===== src/rtl/mic1_pkg.sv =====
`default_nettype none
// ============================================================================
// Module   : mic1_pkg
// Brief    : Shared widths, ALU control codes and sequencer states for MIC-1.
// Revision : 1.0 - initial release
// ============================================================================
package mic1_pkg;

    localparam int MPC_W = 9;
    localparam int MBR_W = 8;

    // {F0,F1,ENA,ENB,INVA,INC} encodings of the sixteen legal ALU operations
    typedef enum logic [5:0] {
        ALU_A          = 6'b011000,
        ALU_B          = 6'b010100,
        ALU_NOT_A      = 6'b011010,
        ALU_NOT_B      = 6'b101100,
        ALU_A_PLUS_B   = 6'b111100,
        ALU_A_PLUS_B_1 = 6'b111101,
        ALU_A_PLUS_1   = 6'b111001,
        ALU_B_PLUS_1   = 6'b110101,
        ALU_B_MINUS_A  = 6'b111111,
        ALU_B_MINUS_1  = 6'b110110,
        ALU_NEG_A      = 6'b111011,
        ALU_A_AND_B    = 6'b001100,
        ALU_A_OR_B     = 6'b011100,
        ALU_ZERO       = 6'b010000,
        ALU_ONE        = 6'b110001,
        ALU_MINUS_ONE  = 6'b110010
    } alu_code_e;

    typedef enum logic [1:0] {
        SEQ_RUN   = 2'd0,
        SEQ_STALL = 2'd1,
        SEQ_HALT  = 2'd2,
        SEQ_ERROR = 2'd3
    } seq_state_e;

endpackage : mic1_pkg
`default_nettype wire


===== src/rtl/mic1_sequencer_if.sv =====
`default_nettype none
// ============================================================================
// Module   : mic1_sequencer_if
// Brief    : Microinstruction fields, fetch handshake and sequencer status.
// Revision : 1.0 - initial release
// ============================================================================
interface mic1_sequencer_if;
    import mic1_pkg::*;

    logic [MPC_W-1:0] next_addr;
    logic             jmpc;
    logic             jamn;
    logic             jamz;
    logic [5:0]       alu_ctrl;
    logic             alu_n;
    logic             alu_z;
    logic             fetch;
    logic [MBR_W-1:0] mbr;
    logic             mbr_valid;
    logic [MPC_W-1:0] mpc;
    logic             n_ff;
    logic             z_ff;
    logic             stall;
    logic             halted;
    logic             err;

    modport master (
        output next_addr, jmpc, jamn, jamz, alu_ctrl, alu_n, alu_z,
        output fetch, mbr, mbr_valid,
        input  mpc, n_ff, z_ff, stall, halted, err
    );

    modport slave (
        input  next_addr, jmpc, jamn, jamz, alu_ctrl, alu_n, alu_z,
        input  fetch, mbr, mbr_valid,
        output mpc, n_ff, z_ff, stall, halted, err
    );

endinterface : mic1_sequencer_if
`default_nettype wire


===== src/rtl/mic1_alu_ctrl_check.sv =====
`default_nettype none
// ============================================================================
// Module   : mic1_alu_ctrl_check
// Brief    : Combinational legality decode of the 6-bit ALU control field.
// Revision : 1.0 - initial release
// ============================================================================
module mic1_alu_ctrl_check
    import mic1_pkg::*;
(
    input  wire logic [5:0] alu_ctrl,
    output logic            legal
);

    always_comb begin
        legal = 1'b0;
        case (alu_ctrl)
            ALU_A, ALU_B, ALU_NOT_A, ALU_NOT_B,
            ALU_A_PLUS_B, ALU_A_PLUS_B_1, ALU_A_PLUS_1, ALU_B_PLUS_1,
            ALU_B_MINUS_A, ALU_B_MINUS_1, ALU_NEG_A, ALU_A_AND_B,
            ALU_A_OR_B, ALU_ZERO, ALU_ONE, ALU_MINUS_ONE: legal = 1'b1;
            default:                                      legal = 1'b0;
        endcase
    end

endmodule : mic1_alu_ctrl_check
`default_nettype wire


===== src/rtl/mic1_sequencer.sv =====
`default_nettype none
// ============================================================================
// Module   : mic1_sequencer
// Brief    : MIC-1 microprogram sequencer with MBR-fetch interlock and
//            illegal-ALU-code trap. Define MIC1_SEQ_HALT_EN to enable HALT.
// Revision : 1.0 - initial release
// ============================================================================
module mic1_sequencer
    import mic1_pkg::*;
#(
    parameter logic [MPC_W-1:0] RESET_MPC = 9'h000,
    parameter logic [MPC_W-1:0] HALT_ADDR = 9'h1FF
) (
    input  wire logic       clk,
    input  wire logic       rst,
    mic1_sequencer_if.slave bus
);

    seq_state_e       r_state;
    seq_state_e       w_next_state;
    logic [MPC_W-1:0] r_mpc;
    logic             r_n_ff;
    logic             r_z_ff;
    logic             r_pending;
    logic [MPC_W-1:0] w_next_mpc;
    logic             w_legal;
    logic             w_dep_stall;
    logic             w_stall;
    logic             w_load;

    mic1_alu_ctrl_check u_alu_check (
        .alu_ctrl (bus.alu_ctrl),
        .legal    (w_legal)
    );

    assign w_next_mpc[MPC_W-1]   = bus.next_addr[MPC_W-1]
                                 | (bus.jamn & bus.alu_n)
                                 | (bus.jamz & bus.alu_z);
    assign w_next_mpc[MBR_W-1:0] = bus.next_addr[MBR_W-1:0]
                                 | (bus.jmpc ? bus.mbr : {MBR_W{1'b0}});

    // A completing fetch in the same cycle lets jmpc consume mbr directly.
    assign w_dep_stall = (bus.jmpc | bus.fetch) & r_pending & ~bus.mbr_valid;

    always_comb begin
        w_next_state = r_state;
        w_stall      = 1'b0;
        w_load       = 1'b0;
        if (!rst) begin
            case (r_state)
                SEQ_RUN, SEQ_STALL: begin
                    w_stall = w_dep_stall;
                    if (!w_legal) begin
                        w_next_state = SEQ_ERROR;
                    end else if (w_dep_stall) begin
                        w_next_state = SEQ_STALL;
                    end else begin
                        w_load       = 1'b1;
                        w_next_state = SEQ_RUN;
`ifdef MIC1_SEQ_HALT_EN
                        if (w_next_mpc == HALT_ADDR) begin
                            w_next_state = SEQ_HALT;
                        end
`endif
                    end
                end
                default: w_stall = 1'b1;
            endcase
        end
    end

    always_ff @(posedge clk) begin
        if (rst) begin
            r_state   <= SEQ_RUN;
            r_mpc     <= RESET_MPC;
            r_n_ff    <= 1'b0;
            r_z_ff    <= 1'b0;
            r_pending <= 1'b0;
        end else begin
            r_state <= w_next_state;
            if (w_load) begin
                r_mpc  <= w_next_mpc;
                r_n_ff <= bus.alu_n;
                r_z_ff <= bus.alu_z;
            end
            // A newly accepted fetch wins over a completion in the same cycle.
            if (w_load && bus.fetch) begin
                r_pending <= 1'b1;
            end else if (bus.mbr_valid) begin
                r_pending <= 1'b0;
            end
        end
    end

    assign bus.mpc   = r_mpc;
    assign bus.n_ff  = r_n_ff;
    assign bus.z_ff  = r_z_ff;
    assign bus.stall = w_stall;
    assign bus.err   = (r_state == SEQ_ERROR);
`ifdef MIC1_SEQ_HALT_EN
    assign bus.halted = (r_state == SEQ_HALT);
`else
    assign bus.halted = 1'b0;
`endif

endmodule : mic1_sequencer
`default_nettype wire


===== src/flat_wrapper.sv =====
// flat-port wrapper written by rule: the top's interface ports become plain ports
module mic1_sequencer_flat import mic1_pkg::*;
#(
    parameter logic [MPC_W-1:0] RESET_MPC = 9'h000,
    parameter logic [MPC_W-1:0] HALT_ADDR = 9'h1FF
)
  (clk, rst, bus_next_addr, bus_jmpc, bus_jamn, bus_jamz, bus_alu_ctrl, bus_alu_n, bus_alu_z, bus_fetch, bus_mbr, bus_mbr_valid, bus_mpc, bus_n_ff, bus_z_ff, bus_stall, bus_halted, bus_err);
  mic1_sequencer_if bus_i ();
  input  wire logic clk;
  input  wire logic rst;
  input wire logic [$bits(bus_i.next_addr)-1:0] bus_next_addr;
  input wire logic [$bits(bus_i.jmpc)-1:0] bus_jmpc;
  input wire logic [$bits(bus_i.jamn)-1:0] bus_jamn;
  input wire logic [$bits(bus_i.jamz)-1:0] bus_jamz;
  input wire logic [$bits(bus_i.alu_ctrl)-1:0] bus_alu_ctrl;
  input wire logic [$bits(bus_i.alu_n)-1:0] bus_alu_n;
  input wire logic [$bits(bus_i.alu_z)-1:0] bus_alu_z;
  input wire logic [$bits(bus_i.fetch)-1:0] bus_fetch;
  input wire logic [$bits(bus_i.mbr)-1:0] bus_mbr;
  input wire logic [$bits(bus_i.mbr_valid)-1:0] bus_mbr_valid;
  output wire logic [$bits(bus_i.mpc)-1:0] bus_mpc;
  output wire logic [$bits(bus_i.n_ff)-1:0] bus_n_ff;
  output wire logic [$bits(bus_i.z_ff)-1:0] bus_z_ff;
  output wire logic [$bits(bus_i.stall)-1:0] bus_stall;
  output wire logic [$bits(bus_i.halted)-1:0] bus_halted;
  output wire logic [$bits(bus_i.err)-1:0] bus_err;
  assign bus_i.next_addr = bus_next_addr;
  assign bus_i.jmpc = bus_jmpc;
  assign bus_i.jamn = bus_jamn;
  assign bus_i.jamz = bus_jamz;
  assign bus_i.alu_ctrl = bus_alu_ctrl;
  assign bus_i.alu_n = bus_alu_n;
  assign bus_i.alu_z = bus_alu_z;
  assign bus_i.fetch = bus_fetch;
  assign bus_i.mbr = bus_mbr;
  assign bus_i.mbr_valid = bus_mbr_valid;
  assign bus_mpc = bus_i.mpc;
  assign bus_n_ff = bus_i.n_ff;
  assign bus_z_ff = bus_i.z_ff;
  assign bus_stall = bus_i.stall;
  assign bus_halted = bus_i.halted;
  assign bus_err = bus_i.err;
  mic1_sequencer #(.RESET_MPC(RESET_MPC), .HALT_ADDR(HALT_ADDR)) u_core (.clk(clk), .rst(rst), .bus(bus_i));
endmodule

===== config.mk =====
export PLATFORM = sky130hd
export DESIGN_NAME = mic1_sequencer_flat
export DESIGN_NICKNAME = d
export VERILOG_FILES = /design/src/rtl/mic1_pkg.sv /design/src/rtl/mic1_sequencer_if.sv /design/src/rtl/mic1_alu_ctrl_check.sv /design/src/rtl/mic1_sequencer.sv /design/src/flat_wrapper.sv
export SDC_FILE = /design/constraint.sdc
export NUM_CORES = 1
export LEC_CHECK = 0
export ABC_CLOCK_PERIOD_IN_PS = 2270
export BUFFER_PORTS_ARGS = -buffer_cell sky130_fd_sc_hd__buf_2
export CORE_UTILIZATION = 40
export CTS_BUF_LIST = sky130_fd_sc_hd__clkbuf_16
export DETAILED_ROUTE_END_ITERATION = 10
export PLACE_DENSITY = 0.74
export SLEW_MARGIN = 15
export SYNTH_ARGS = -nofsm -noshare
export SYNTH_HDL_FRONTEND = slang
export SYNTH_HIERARCHICAL = 1
export SYNTH_SLANG_ARGS = --single-unit

===== constraint.sdc =====
create_clock -name clk -period 2.27 [get_ports clk]
set_clock_uncertainty 0.05 [all_clocks]
set_input_delay 0 -clock clk [delete_from_list [all_inputs] [get_ports clk]]
set_output_delay 0 -clock clk [all_outputs]
set_load 0.03 [all_outputs]

Yosys cells after proc, flatten, opt, wreduce, memory -nomap -nowiden
Memories as Yosys holds them, arrays and structs flattened.
Index checks and enable logic that the tools add are counted.
{"block": "totals", "regBits": 14, "wordCells": 32, "rom_bits": 64, "out_inout_bits": 14, "mem_count": 1}
{"memory": "(name not given)", "depth": 64, "width": 1, "rd": 1, "rd_ports_with_merged_regs": 0, "write_ports": 0, "line": "mic1_alu_ctrl_check.sv:16", "text": "case (alu_ctrl)"}
{"block": "op_classes", "mux": 11, "n_eq_ne": 2, "n_bitwise": 9, "reduce_logical": 4}
{"cell": "1-bit two-way mux", "n": 9}
{"cell": "8-bit two-way mux", "n": 1}
{"cell": "8-bit bitwise OR", "n": 1}
{"cell": "1-bit AND", "n": 4}
{"cell": "1-bit bitwise OR", "n": 3}
{"cell": "2-bit by 1-bit == test with 1-bit output (second input constant)", "n": 1}
{"cell": "2-bit == test (second input constant)", "n": 1}
{"cell": "2-bit logical NOT", "n": 1}
{"cell": "2-bit two-way mux", "n": 1}
{"cell": "2-bit nonzero test", "n": 1}
{"cell": "2-bit OR reduction", "n": 1}
{"cell": "1-bit logical AND", "n": 1}
{"cell": "1-bit NOT", "n": 1}

Longest topological paths before layout
{"block": "depth", "depth_word": 9, "ltp_mapped": 9}

By module
Netlist, hierarchy kept.
{"module": "mic1_sequencer", "area_per_inst_um2": 714.4, "seq_area_each_um2": 280.3, "cells_each": 76, "n_inst": 1}
{"module": "mic1_alu_ctrl_check", "area_per_inst_um2": 105.1, "seq_area_each_um2": 0.0, "cells_each": 14, "n_inst": 1}

Worst setup path after synthesis
Ideal clock, no wire load.
{"block": "synth_timing", "path_type": "input port to flip-flop", "startpoint": "input port bus_alu_ctrl[0]", "endpoint": "register u_core.r_mpc[0] (netlist: u_core/bus.mpc[0])", "t_required_ps": 2099, "path_stages": 9, "path_buffers": 1, "slack_ps": 648, "setup_ps": 121, "arrival_time_ps": 1450, "cell_sequence": "inv_1 ha_1 and2_2 o32ai_1 a22o_2 nand2b_1 a21o_1 buf_6 mux2_4"}
{"block": "synth_between", "elab_chain_len": 4}
{"element": "start: declaration", "line": "flat_wrapper.sv:15", "text": "input wire logic [$bits(bus_i.alu_ctrl)-1:0] bus_alu_ctrl;"}
{"element": "memory 64 x 1 bit"}
{"element": "via u_core.w_legal", "line": "mic1_sequencer.sv:26", "text": "logic w_legal;"}
{"element": "1-bit two-way mux", "line": "mic1_sequencer.sv:53", "text": "if (!w_legal) begin"}
{"element": "1-bit two-way mux", "line": "mic1_sequencer.sv:50", "text": "case (r_state)"}
{"element": "1-bit two-way mux", "line": "mic1_sequencer.sv:49", "text": "if (!rst) begin"}
{"element": "end signal: assignment", "line": "mic1_sequencer.sv:82", "text": "r_mpc <= w_next_mpc;"}
{"element": "end: declaration", "line": "mic1_sequencer.sv:21", "text": "logic [MPC_W-1:0] r_mpc;"}
The timed path passes the listed nets, and every way through them passes these cells.
A chain may end at the register's enable or synchronous reset.

Final worst setup path
{"block": "layout_timing", "startpoint": "input port bus_alu_ctrl[0]", "endpoint": "register u_core.r_mpc[3] (netlist: u_core/bus.mpc[3])"}
The elaborated chain is that of the path after synthesis.

==> results.py <==
metrics = {
    "status": {
        "status": "complete, no violations",
    },
    "clocking": {
        "numCtsBuffers": 3,
        "cts_resized": 0,
        "insertion_delay_ns": 0.24,
        "cts_root_buffer": "clkbuf_16",
        "clkTransAtPathRegs_ns": 0.05,
        "cts.path.max_buffers": 2,
        "post_cts_buffers": 0,
        "hold_buffers": 3,
        "cts_tree": "yes",
        "cts_sinks": 14,
        "cts_htree_levels": 1,
    },
    "drt": {
        "wl_met3_um": 130,
        "wl_met2_um": 820,
        "totalWireLength_um": 1760,
        "wire_per_inst_um": 10.9,
        "drt_first_pass_iters": 4,
        "via_per_inst": 4.59,
        "drtAntennaViolNets": 0,
        "vias": 743,
        "m1WireLength_um": 788,
        "top_layer": "met4",
        "drtIter0Drc": 14,
        "drc": 0,
    },
    "place": {
        "dp_hpwl_um": 1260,
        "place_congestion": 0.712,
        "dpl_worst_slack_ns": 0.332,
        "io_buffers": 44,
    },
    "job": {
        "max_cap_violations": 0,
    },
    "sta": {
        "finalSetupViolations": 0,
        "rsz0062_at_grt": "false",
        "final-max-slew-violation-count": 0,
        "period_needed_ns": 1.69,
        "hold_ws_ns": 0.0587,
        "fmax_ghz": 0.593,
        "period_share_pct": 74.2,
        "report.final.hold_viol_count": 0,
        "worst_slack_ns": 0.585,
        "timing.setup.tns_ns": 0,
    },
    "die": {
        "die-area_um2": 2230,
        "ioPinCount": 46,
        "die_x_um": 47.3,
        "die_y_um": 47.3,
        "rows": 16,
        "start_util_pct": 42.2,
        "core_area_um2": 1940,
    },
    "setup_path": {
        "crit_path_end_kind": "register",
        "required_ns": 2.35,
        "startpoint_type": "primary input",
        "arrival_ns": 1.76,
        "crit_type": "in2reg",
        "path_max_fanout": 9,
    },
    "power_and_ir_drop": {
        "powerDensity_nw_per_um2": 666,
        "p_leak_nw": 0.580,
        "finalPower_mw": 0.760,
        "vdd_drop_max_mv": 0.467,
    },
    "cells_and_area": {
        "area_growth_pct": 39.2,
        "final_common_cell": "buf_2",
        "insertedDiodeCount": 0,
        "drive_gt1_share_pct": 43.0,
        "final_util_pct": 58.8,
        "finalNetCount": 171,
        "most-common-layout-cells": "44 x buf_2, 14 x dfxtp_1, 12 x nor2_1, 11 x nor2b_1, 11 x a21oi_1",
    },
    "synthesis": {
        "syn_inst": 90,
        "seq_area_frac_synth_pct": 34.2,
        "ys_seq_elements": 14,
        "avgSynthCellArea_um2": 9.11,
        "synth_nets": 124,
        "synth_cell_types": 26,
        "syn_area_um2": 820,
        "yosys_warnings": 6,
    },
    "grt": {
        "grt_pass1_wl_um": 2500,
        "grt_max_degree": 26,
        "globalRoute.totalOverflow": 0,
        "track_usage_pct": 16.5,
        "grt_pass1_vias": 590,
        "antenna_found_initial": 0,
    },
    "worst_hold_path": {
        "hold_class": "in2reg",
    },
}
## sequential cells by signal, indices dropped and copies added (netlist names)
signal and count:
u_core/r_pending 1, u_core/bus.n_ff 1, u_core/bus.mpc 9, u_core/bus.z_ff 1, u_core/r_state 2
## cell usage after synthesis (all sizes together)
master | instances | area (µm²)
clkbuf | 2 | 7.51
a211oi | 2 | 15.0
conb | 1 | 3.75
mux2 | 8 | 120
nand2b | 5 | 31.3
nor2b | 11 | 68.8
inv | 3 | 11.3
nand2 | 2 | 7.51
a22o | 1 | 10.0
nand3b | 1 | 7.51
a21o | 1 | 7.51
buf | 3 | 30.0
nor3 | 1 | 5.00
o32ai | 1 | 8.76
a21oi | 11 | 55.1
o211ai | 1 | 7.51
a221o | 1 | 10.0
and2 | 2 | 13.8
or4b | 1 | 10.0
nor2 | 12 | 45.0
mux2i | 3 | 30.0
ha | 2 | 25.0
or2 | 1 | 8.76
dfxtp | 14 | 280
## worst max-delay path, stage by stage
cell and delay [ns]:
buf_2 0.09, inv_1 0.06, ha_1 0.28, mux2i_1 0.15, o32ai_1 0.10, a22o_2 0.22
nand2b_1 0.11, a21o_1 0.40, mux2_4 0.34
## routing by layer
| metal | track usage (%) | vias to the layer above |
|---|---|---|
| li1 | - | 394 |
| met1 | 19.9 | 315 |
| met2 | 25.5 | 32 |
| met3 | 6.15 | 2 |
| met4 | 8.57 | 0 |
| met5 | 0 | - |
## final timing paths
kind                      from           endpoint  slack [ns]  cells past startpoint
min           bus_next_addr[2]  u_core/bus.mpc[2]        0.06                      4
min reg2reg  u_core/bus.mpc[8]  u_core/bus.mpc[8]        0.42                      2
max            bus_alu_ctrl[0]  u_core/bus.mpc[3]        0.58                      9
max reg2reg   u_core/r_pending  u_core/bus.mpc[3]        0.72                      3
## report_power, final
part	switching [mW]	internal, mW
Combinational	0.0865	0.0752
Sequential	0.00775	0.264
Clock	0.0967	0.230
Total	0.191	0.569
## cell families (layout without fill, tap and decap cells)
logic type	Yosys count	in the layout	synth area share (%)
fa+ha+maj	2	2	3.05
flops	14	14	34.2
compound gates	18	18	13.9
simple gates	36	36	24.1
buf+inv	8	53	5.95
mux	11	11	18.3
other cells	1	1	0.458
## stage by stage
| step | cells | instance area [µm²] |
|---|---|---|
| after floorplan | 90 | 820 |
| after global placement | 156 | 1040 |
| after detailed placement | 156 | 1040 |
| after CTS | 162 | 1140 |
| after global routing | 162 | 1140 |
| final | 162 | 1140 |
## layout make-up
cell class                 instances  area (µm²)
clock buffer                       3        75.1
fill                             191         801
inverter                           3        11.3
multi-input combinational         68         490
sequential                        14         280
tap                               27        33.8
timing repair buffer              47         250
No activity file was read; power rests on OpenSTA's default activity.
